$ cat config.mk
export PLATFORM = sky130hd
export DESIGN_NAME = led_uart_top
export DESIGN_NICKNAME = d
export VERILOG_FILES = /design/src/rtl/led_uart_pkg.sv /design/src/rtl/uart_rx.sv /design/src/rtl/led_uart_top.sv
export SDC_FILE = /design/constraint.sdc
export NUM_CORES = 1
export LEC_CHECK = 0
export ABC_AREA = 1
export ABC_CLOCK_PERIOD_IN_PS = 2600
export CAP_MARGIN = 20
export CORE_MARGIN = 2
export CORE_UTILIZATION = 45
export CTS_CLUSTER_SIZE = 10
export DETAILED_ROUTE_END_ITERATION = 10
export HOLD_SLACK_MARGIN = 0.15
export SKIP_LAST_GASP = 1
export SYNTH_ARGS = -nofsm -noshare
export SYNTH_HDL_FRONTEND = slang
export SYNTH_SLANG_ARGS = --single-unit
$ cat constraint.sdc
create_clock -name clk -period 2.6 [get_ports clk]
set_input_delay 0.39 -clock clk [delete_from_list [all_inputs] [get_ports clk]]
set_output_delay 0.39 -clock clk [all_outputs]
set_load 0.02 [all_outputs]
$ cat src/rtl/led_uart_pkg.sv
// Shared constants, state encodings and the command decoder for the LED/UART board block.
package led_uart_pkg;

    localparam logic [7:0] CMD_REPLAY   = 8'h30;
    localparam logic [7:0] CMD_LED_BASE = 8'h31;
    localparam logic [7:0] CMD_LED_LAST = 8'h35;

    typedef enum logic [1:0] {
        UART_IDLE,
        UART_START,
        UART_DATA,
        UART_STOP
    } uart_state_e;

    typedef enum logic {
        MODE_IDLE,
        MODE_REPLAY
    } mode_e;

    // One-hot LED toggle mask for a command byte; zero for anything that is not '1'..'5'.
    function automatic logic [4:0] led_mask(input logic [7:0] cmd);
        logic [7:0] ofs;
        ofs      = cmd - CMD_LED_BASE;
        led_mask = 5'b00000;
        if (cmd >= CMD_LED_BASE && cmd <= CMD_LED_LAST) begin
            led_mask = 5'b00001 << ofs[2:0];
        end
    endfunction

endpackage

$ cat src/rtl/uart_rx.sv
// 8N1 UART receiver: two-flop synchronizer, mid-bit sampling FSM, one-clock rx_valid pulse.
module uart_rx
    import led_uart_pkg::*;
#(
    parameter int CLKS_PER_BIT = 1250
) (
    input  logic       clk,
    input  logic       rst_n,
    input  logic       rx_i,
    output logic       rx_valid_o,
    output logic [7:0] rx_byte_o
);

    localparam int              TW        = (CLKS_PER_BIT > 1) ? $clog2(CLKS_PER_BIT) : 1;
    localparam logic [TW-1:0]   BIT_LAST  = TW'(CLKS_PER_BIT - 1);
    localparam logic [TW-1:0]   HALF_LAST = TW'(CLKS_PER_BIT / 2 - 1);

    logic          meta_q, sync_q, prev_q;
    uart_state_e   state_q, state_d;
    logic [TW-1:0] timer_q, timer_d;
    logic [2:0]    bit_q, bit_d;
    logic [7:0]    shift_q, shift_d;
    logic          valid_q, valid_d;

    always_comb begin
        // NOTE: every output of this block gets a default first, so no path can infer a latch.
        state_d = state_q;
        timer_d = timer_q + TW'(1);
        bit_d   = bit_q;
        shift_d = shift_q;
        valid_d = 1'b0;
        unique case (state_q)
            UART_IDLE: begin
                timer_d = '0;
                if (prev_q && !sync_q) state_d = UART_START;
            end
            UART_START: begin
                if (timer_q == HALF_LAST) begin
                    timer_d = '0;
                    bit_d   = '0;
                    state_d = sync_q ? UART_IDLE : UART_DATA;
                end
            end
            UART_DATA: begin
                if (timer_q == BIT_LAST) begin
                    timer_d = '0;
                    shift_d = {sync_q, shift_q[7:1]};
                    bit_d   = bit_q + 3'd1;
                    if (bit_q == 3'd7) state_d = UART_STOP;
                end
            end
            UART_STOP: begin
                if (timer_q == BIT_LAST) begin
                    timer_d = '0;
                    valid_d = sync_q;
                    state_d = UART_IDLE;
                end
            end
            default: state_d = UART_IDLE;
        endcase
    end

    // Synchronizer flops reset to the idle-high line level so release never fakes a start edge.
    always_ff @(posedge clk or negedge rst_n) begin
        // NOTE: sequential state uses non-blocking assignments so every flop sees pre-edge values.
        if (!rst_n) begin
            meta_q  <= 1'b1;
            sync_q  <= 1'b1;
            prev_q  <= 1'b1;
            state_q <= UART_IDLE;
            timer_q <= '0;
            bit_q   <= '0;
            shift_q <= '0;
            valid_q <= 1'b0;
        end else begin
            meta_q  <= rx_i;
            sync_q  <= meta_q;
            prev_q  <= sync_q;
            state_q <= state_d;
            timer_q <= timer_d;
            bit_q   <= bit_d;
            shift_q <= shift_d;
            valid_q <= valid_d;
        end
    end

    assign rx_valid_o = valid_q;
    assign rx_byte_o  = shift_q;

endmodule

$ cat src/rtl/led_uart_top.sv
// LED toggle board block: UART commands toggle LEDs, are logged, and '0' replays the log on TX.
// Define UART_ECHO_EN to echo every byte received in idle mode back on TX.
module led_uart_top
    import led_uart_pkg::*;
#(
    parameter int CLK_FREQ     = 12000000,
    parameter int BAUD         = 9600,
    parameter int CLKS_PER_BIT = CLK_FREQ / BAUD,
    parameter int LOG_DEPTH    = 16
) (
    input  logic clk,
    input  logic rst_n,
    input  logic RX,
    output logic TX,
    output logic LED1,
    output logic LED2,
    output logic LED3,
    output logic LED4,
    output logic LED5
);

    localparam int            TW       = (CLKS_PER_BIT > 1) ? $clog2(CLKS_PER_BIT) : 1;
    localparam int            AW       = (LOG_DEPTH > 1) ? $clog2(LOG_DEPTH) : 1;
    localparam int            CW       = $clog2(LOG_DEPTH) + 1;
    localparam logic [TW-1:0] BIT_LAST = TW'(CLKS_PER_BIT - 1);
    localparam logic [CW-1:0] DEPTH_C  = CW'(LOG_DEPTH);

    logic       rx_valid;
    logic [7:0] rx_byte;

    uart_rx #(
        .CLKS_PER_BIT (CLKS_PER_BIT)
    ) u_rx (
        .clk        (clk),
        .rst_n      (rst_n),
        .rx_i       (RX),
        .rx_valid_o (rx_valid),
        .rx_byte_o  (rx_byte)
    );

    mode_e         mode_q, mode_d;
    logic [4:0]    leds_q, leds_d;
    logic [CW-1:0] count_q, count_d;
    logic [CW-1:0] idx_q, idx_d;
    logic          wait_q, wait_d;
    logic [7:0]    log_q [LOG_DEPTH];
    logic          log_we;

    logic          tx_load;
    logic [7:0]    tx_byte;
    uart_state_e   tx_state_q, tx_state_d;
    logic [TW-1:0] tx_timer_q, tx_timer_d;
    logic [2:0]    tx_bit_q, tx_bit_d;
    logic [7:0]    tx_shift_q, tx_shift_d;
    logic          tx_q, tx_d;
    logic          tx_done_q, tx_done_d;

    always_comb begin
        mode_d  = mode_q;
        leds_d  = leds_q;
        count_d = count_q;
        idx_d   = idx_q;
        wait_d  = wait_q;
        log_we  = 1'b0;
        tx_load = 1'b0;
        tx_byte = log_q[idx_q[AW-1:0]];
        unique case (mode_q)
            MODE_IDLE: begin
                if (rx_valid) begin
                    if (led_mask(rx_byte) != 5'b00000) begin
                        leds_d = leds_q ^ led_mask(rx_byte);
                        if (count_q < DEPTH_C) begin
                            log_we  = 1'b1;
                            count_d = count_q + CW'(1);
                        end
                    end else if (rx_byte == CMD_REPLAY && count_q != '0) begin
                        mode_d = MODE_REPLAY;
                        leds_d = '0;
                        idx_d  = '0;
                        wait_d = 1'b0;
                    end
`ifdef UART_ECHO_EN
                    if (tx_state_q == UART_IDLE) begin
                        tx_load = 1'b1;
                        tx_byte = rx_byte;
                    end
`endif
                end
            end
            MODE_REPLAY: begin
                // Only load when the serializer is idle, so the next tx_done belongs to this frame.
                if (wait_q) begin
                    if (tx_done_q) begin
                        wait_d = 1'b0;
                        idx_d  = idx_q + CW'(1);
                    end
                end else if (idx_q == count_q) begin
                    mode_d = MODE_IDLE;
                end else if (tx_state_q == UART_IDLE) begin
                    leds_d  = leds_q ^ led_mask(log_q[idx_q[AW-1:0]]);
                    tx_load = 1'b1;
                    wait_d  = 1'b1;
                end
            end
            default: mode_d = MODE_IDLE;
        endcase
    end

    always_comb begin
        tx_state_d = tx_state_q;
        tx_timer_d = tx_timer_q + TW'(1);
        tx_bit_d   = tx_bit_q;
        tx_shift_d = tx_shift_q;
        tx_d       = tx_q;
        tx_done_d  = 1'b0;
        unique case (tx_state_q)
            UART_IDLE: begin
                tx_timer_d = '0;
                tx_d       = 1'b1;
                if (tx_load) begin
                    tx_state_d = UART_START;
                    tx_shift_d = tx_byte;
                    tx_d       = 1'b0;
                end
            end
            UART_START: begin
                if (tx_timer_q == BIT_LAST) begin
                    tx_timer_d = '0;
                    tx_bit_d   = '0;
                    tx_d       = tx_shift_q[0];
                    tx_state_d = UART_DATA;
                end
            end
            UART_DATA: begin
                if (tx_timer_q == BIT_LAST) begin
                    tx_timer_d = '0;
                    tx_bit_d   = tx_bit_q + 3'd1;
                    if (tx_bit_q == 3'd7) begin
                        tx_d       = 1'b1;
                        tx_state_d = UART_STOP;
                    end else begin
                        tx_shift_d = {1'b0, tx_shift_q[7:1]};
                        tx_d       = tx_shift_q[1];
                    end
                end
            end
            UART_STOP: begin
                if (tx_timer_q == BIT_LAST) begin
                    tx_timer_d = '0;
                    tx_done_d  = 1'b1;
                    tx_state_d = UART_IDLE;
                end
            end
            default: tx_state_d = UART_IDLE;
        endcase
    end

    always_ff @(posedge clk or negedge rst_n) begin
        if (!rst_n) begin
            mode_q     <= MODE_IDLE;
            leds_q     <= '0;
            count_q    <= '0;
            idx_q      <= '0;
            wait_q     <= 1'b0;
            tx_state_q <= UART_IDLE;
            tx_timer_q <= '0;
            tx_bit_q   <= '0;
            tx_shift_q <= '0;
            tx_q       <= 1'b1;
            tx_done_q  <= 1'b0;
        end else begin
            mode_q     <= mode_d;
            leds_q     <= leds_d;
            count_q    <= count_d;
            idx_q      <= idx_d;
            wait_q     <= wait_d;
            tx_state_q <= tx_state_d;
            tx_timer_q <= tx_timer_d;
            tx_bit_q   <= tx_bit_d;
            tx_shift_q <= tx_shift_d;
            tx_q       <= tx_d;
            tx_done_q  <= tx_done_d;
        end
    end

    always_ff @(posedge clk or negedge rst_n) begin
        // NOTE: the log is a handful of flops, so it clears with the rest; a RAM log could skip
        // the reset because count gates every read.
        if (!rst_n) begin
            for (int i = 0; i < LOG_DEPTH; i++) log_q[i] <= '0;
        end else if (log_we) begin
            log_q[count_q[AW-1:0]] <= rx_byte;
        end
    end

    assign TX   = tx_q;
    assign LED1 = leds_q[0];
    assign LED2 = leds_q[1];
    assign LED3 = leds_q[2];
    assign LED4 = leds_q[3];
    assign LED5 = leds_q[4];

endmodule

==> impl_metrics.yaml <==
status:
  status: "finished clean"
cts:
  cts.root.buffer_cell: "sky130_fd_sc_hd__clkbuf_16"
  cts-hold-fix-buffers: 1
  worstSkewPairLatency_ps: 440
  clock_tree.htree_level_count: 4
  post-cts-setup-buffer-count: 0
  worst_setup_hold_path_clk_slew_ps: 70
  post_cts.resized_instances: 0
  clockBufferDepth: 2
  cts_buffers: 17
  cts_tree: "yes"
  clock-sinks: 199
timing:
  fin_crit_ps: 2304
  final_period_utilization_pct: 88.61
  tightestPinTransition_ps: 644.5
  skew_ps: 11.09
  fin_ws_ps: 296.0
  final-setup-viol-count: 0
  fmaxAchievable_mhz: 434.0
  slew_headroom_pct: 57.03
  setup_tns_ps: 0
  rsz0062_at_grt: "no"
  final_hold_viol_count: 0
  final_max_slew_viol_count: 0
critical_path:
  critical_path_class: "reg2reg"
  critPathCaptureType: "register"
  crit_fanout: 14
  timing.critical_path.from_type: "register"
  path_delay_family: "simple AND/OR/NAND/NOR gates"
  critPathSlowestCell: "sky130_fd_sc_hd__dfrtp_1"
  worstPathCellList: "inv_2, buf_4, nor2_1, o21ai_0, nand3_1, nand3_1, nand2_1, nor2_1, nand2_1, nand3_1, nand2_1, nand3_1, nand2_1"
  timing.critical_path.required_ps: 2930
  worst_path_largest_cell_delay_ps: 390
  crit_arrival_ps: 2630
  timing.critical_path.buf_inv: 2
die:
  floorplan.initialDensity_pct: 46.24
  die-height_um: 151.4
  number_of_standard_cell_rows_in_the_floorplan: 53
  floorplan.core_area_um2: 21150
  fp.dieW_um: 151.4
  ios: 9
  floorplan.die_area_um2: 22930
synth:
  postSynthCellCount: 1209
  synth_ff_type: "sky130_fd_sc_hd__dfrtp_1"
  yosysWarningCount: 0
  yosys.cell_types.count: 48
  synth-seq-cells: 199
  post_synthesis_net_count: 1230
  synthArstFlopShare_pct: 100.0
  synth-edff-count: 0
  synthesis.area_per_instance_um2: 8.091
  synth_seq_area_share_pct: 50.96
  netlist_area_um2: 9782
grt:
  global_route_wire_length_before_repair_um: 37030
  first_global_vias: 7394
  number_of_antenna_violations_at_the_first_check_in_global_routing: 0
  grtUsageTotal_pct: 20.73
  grt_remaining_overflow: 0
  grt_max_degree: 74
power_and_ir_drop:
  static-leakage-power_nw: 5.639
  seq_pwr_share_pct: 50.6
  clkPwrFrac_pct: 44.1
  logic_gate_share_of_total_power_pct: 5.2
  internal-power_w: 0.004786
  ir_worst_vdd_v: 0.0004513
  switching_power_w: 0.001494
  p_per_area_nw_per_um2: 578.3
  switching_share_pct: 23.79
  p_total_w: 0.006280
final_layout:
  antenna-diode-count: 0
  synthToLayoutAreaGrowth_pct: 11.01
  post_route_cells_drive_above_1_share_pct: 8.812
  nFillCells: 1994
  layout.cells.most_common: "sky130_fd_sc_hd__nand2_1"
  final_cell_mix: "335 x sky130_fd_sc_hd__nand2_1, 194 x sky130_fd_sc_hd__dfrtp_1, 167 x sky130_fd_sc_hd__inv_1, 127 x sky130_fd_sc_hd__nor2_1, 94 x sky130_fd_sc_hd__nand3_1"
  design.final.nets: 1245
  final_core_util_pct: 51.33
place:
  globalplace.congestion: 0.8408
  place_ws_ps: 340.3
  hpwl_um: 15100
  buffer_ports.inserted: 8
route:
  wirelength_um: 21770
  drc: 0
  wl_per_cell_um: 14.40
  initial_drc_count: 493
  drt.antenna.violating_nets: 0
  detailroute.via_count: 7472
  vias_per_cell: 4.942
  drt_first_pass_iters: 5
hold_path:
  hold_class: "reg2reg"
run:
  max_cap_viol_count: 0
cell type report:
class | count | area [um2] | share of cell area [%]
timing repair buffer | 29 | 306.5 | 2.823
multi-input combinational | 789 | 3861 | 35.56
sequential | 199 | 4986 | 45.92
clock inverter | 13 | 168.9 | 1.555
clock buffer | 19 | 442.9 | 4.079
tap | 275 | 344.1 | 3.169
inverter | 188 | 749.5 | 6.902
stage by stage:
| stage | area [um2] | cells | hold slack [ps] |
|---|---|---|---|
| after floorplan | 9782 | 1209 | 94.41 |
| after global placement | 10240 | 1479 | 346.7 |
| after detailed placement | 10240 | 1479 | 349.1 |
| after CTS | 10860 | 1512 | 343.9 |
| after global routing | 10860 | 1512 | 359.3 |
| final | 10860 | 1512 | 356.9 |
Yosys cell counts, types with 9 or more instances:
library cell	n	area (um2)
sky130_fd_sc_hd__xor2_1	10	87.58
sky130_fd_sc_hd__o21ai_1	27	135.1
sky130_fd_sc_hd__o21ai_0	52	260.3
sky130_fd_sc_hd__buf_2	17	85.08
sky130_fd_sc_hd__a21oi_1	35	175.2
sky130_fd_sc_hd__nand4_1	15	93.84
sky130_fd_sc_hd__inv_1	167	626.9
sky130_fd_sc_hd__nand2_4	12	135.1
sky130_fd_sc_hd__nand2_1	335	1257
sky130_fd_sc_hd__inv_2	9	33.78
sky130_fd_sc_hd__nand3_1	94	470.5
sky130_fd_sc_hd__dfrtp_1	195	4880
sky130_fd_sc_hd__nor2_1	127	476.7
sky130_fd_sc_hd__o211ai_1	10	75.07
sky130_fd_sc_hd__ha_1	18	225.2
power groups by stage:
stage | combinational, W | clock [W] | sequential, W
global route | 0.000381 | 0.00296 | 0.00319
CTS | 0.000336 | 0.00284 | 0.00318
global placement | 0.000328 | 0 | 0.00324
detailed placement | 0.000333 | 0 | 0.00324
finish | 0.000329 | 0.00277 | 0.00318
floorplan | 0.000198 | 0 | 0.00323
path summary, 6_finish.rpt:
check	to	cells after the start	from	slack, ps
worst max-delay path	leds_q[0]	13	idx_q[1]	300
worst min-delay path	u_rx.sync_q	0	u_rx.meta_q	360
worst max register to register	leds_q[0]	13	idx_q[1]	300
worst min register to register	u_rx.sync_q	0	u_rx.meta_q	360
max in group asynchronous	log_q[0]	3	rst_n	1300
min in group asynchronous	log_q[37]	2	rst_n	540
logic make-up (layout without fill, tap and decap cells):
family                     count (synthesis)  in the layout  synth area share, %
DFF                                      199            199                50.96
xor gates and xnor gates                  16             16                1.433
buffers and inverters                    221            249                9.567
adders and majority gates                 18             18                2.302
and+or+nand+nor                          618            618                28.11
AOI/OAI and AO/OA                        137            137                7.624
sequential cells by signal (all words and copies together) (netlist names), 2 cells and up, named ones only:
name,count
log_q,128
tx_timer_q,11
u_rx.timer_q,11
tx_shift_q,8
u_rx.rx_byte_o,8
count_q,5
idx_q,5
leds_q,5
tx_bit_q,3
u_rx.bit_q,3
tx_state_q,2
worst register-to-register path, cell delays in order (launching register included):
cell and delay [ps]:
sky130_fd_sc_hd__dfrtp_1 390, sky130_fd_sc_hd__inv_2 250, sky130_fd_sc_hd__buf_4 240, sky130_fd_sc_hd__nor2_1 70, sky130_fd_sc_hd__o21ai_0 90, sky130_fd_sc_hd__nand3_1 150
sky130_fd_sc_hd__nand3_1 150, sky130_fd_sc_hd__nand2_1 140, sky130_fd_sc_hd__nor2_1 200, sky130_fd_sc_hd__nand2_1 190, sky130_fd_sc_hd__nand3_1 130, sky130_fd_sc_hd__nand2_1 70
sky130_fd_sc_hd__nand3_1 80, sky130_fd_sc_hd__nand2_1 50
routing by layer:
metal	wire length, um	global-route usage (%)
met5	0	0
met4	212	5.093
met3	616	2.892
met2	10060	33.48
met1	10890	29.59
Note: power is estimated with default switching activity, not from simulation.
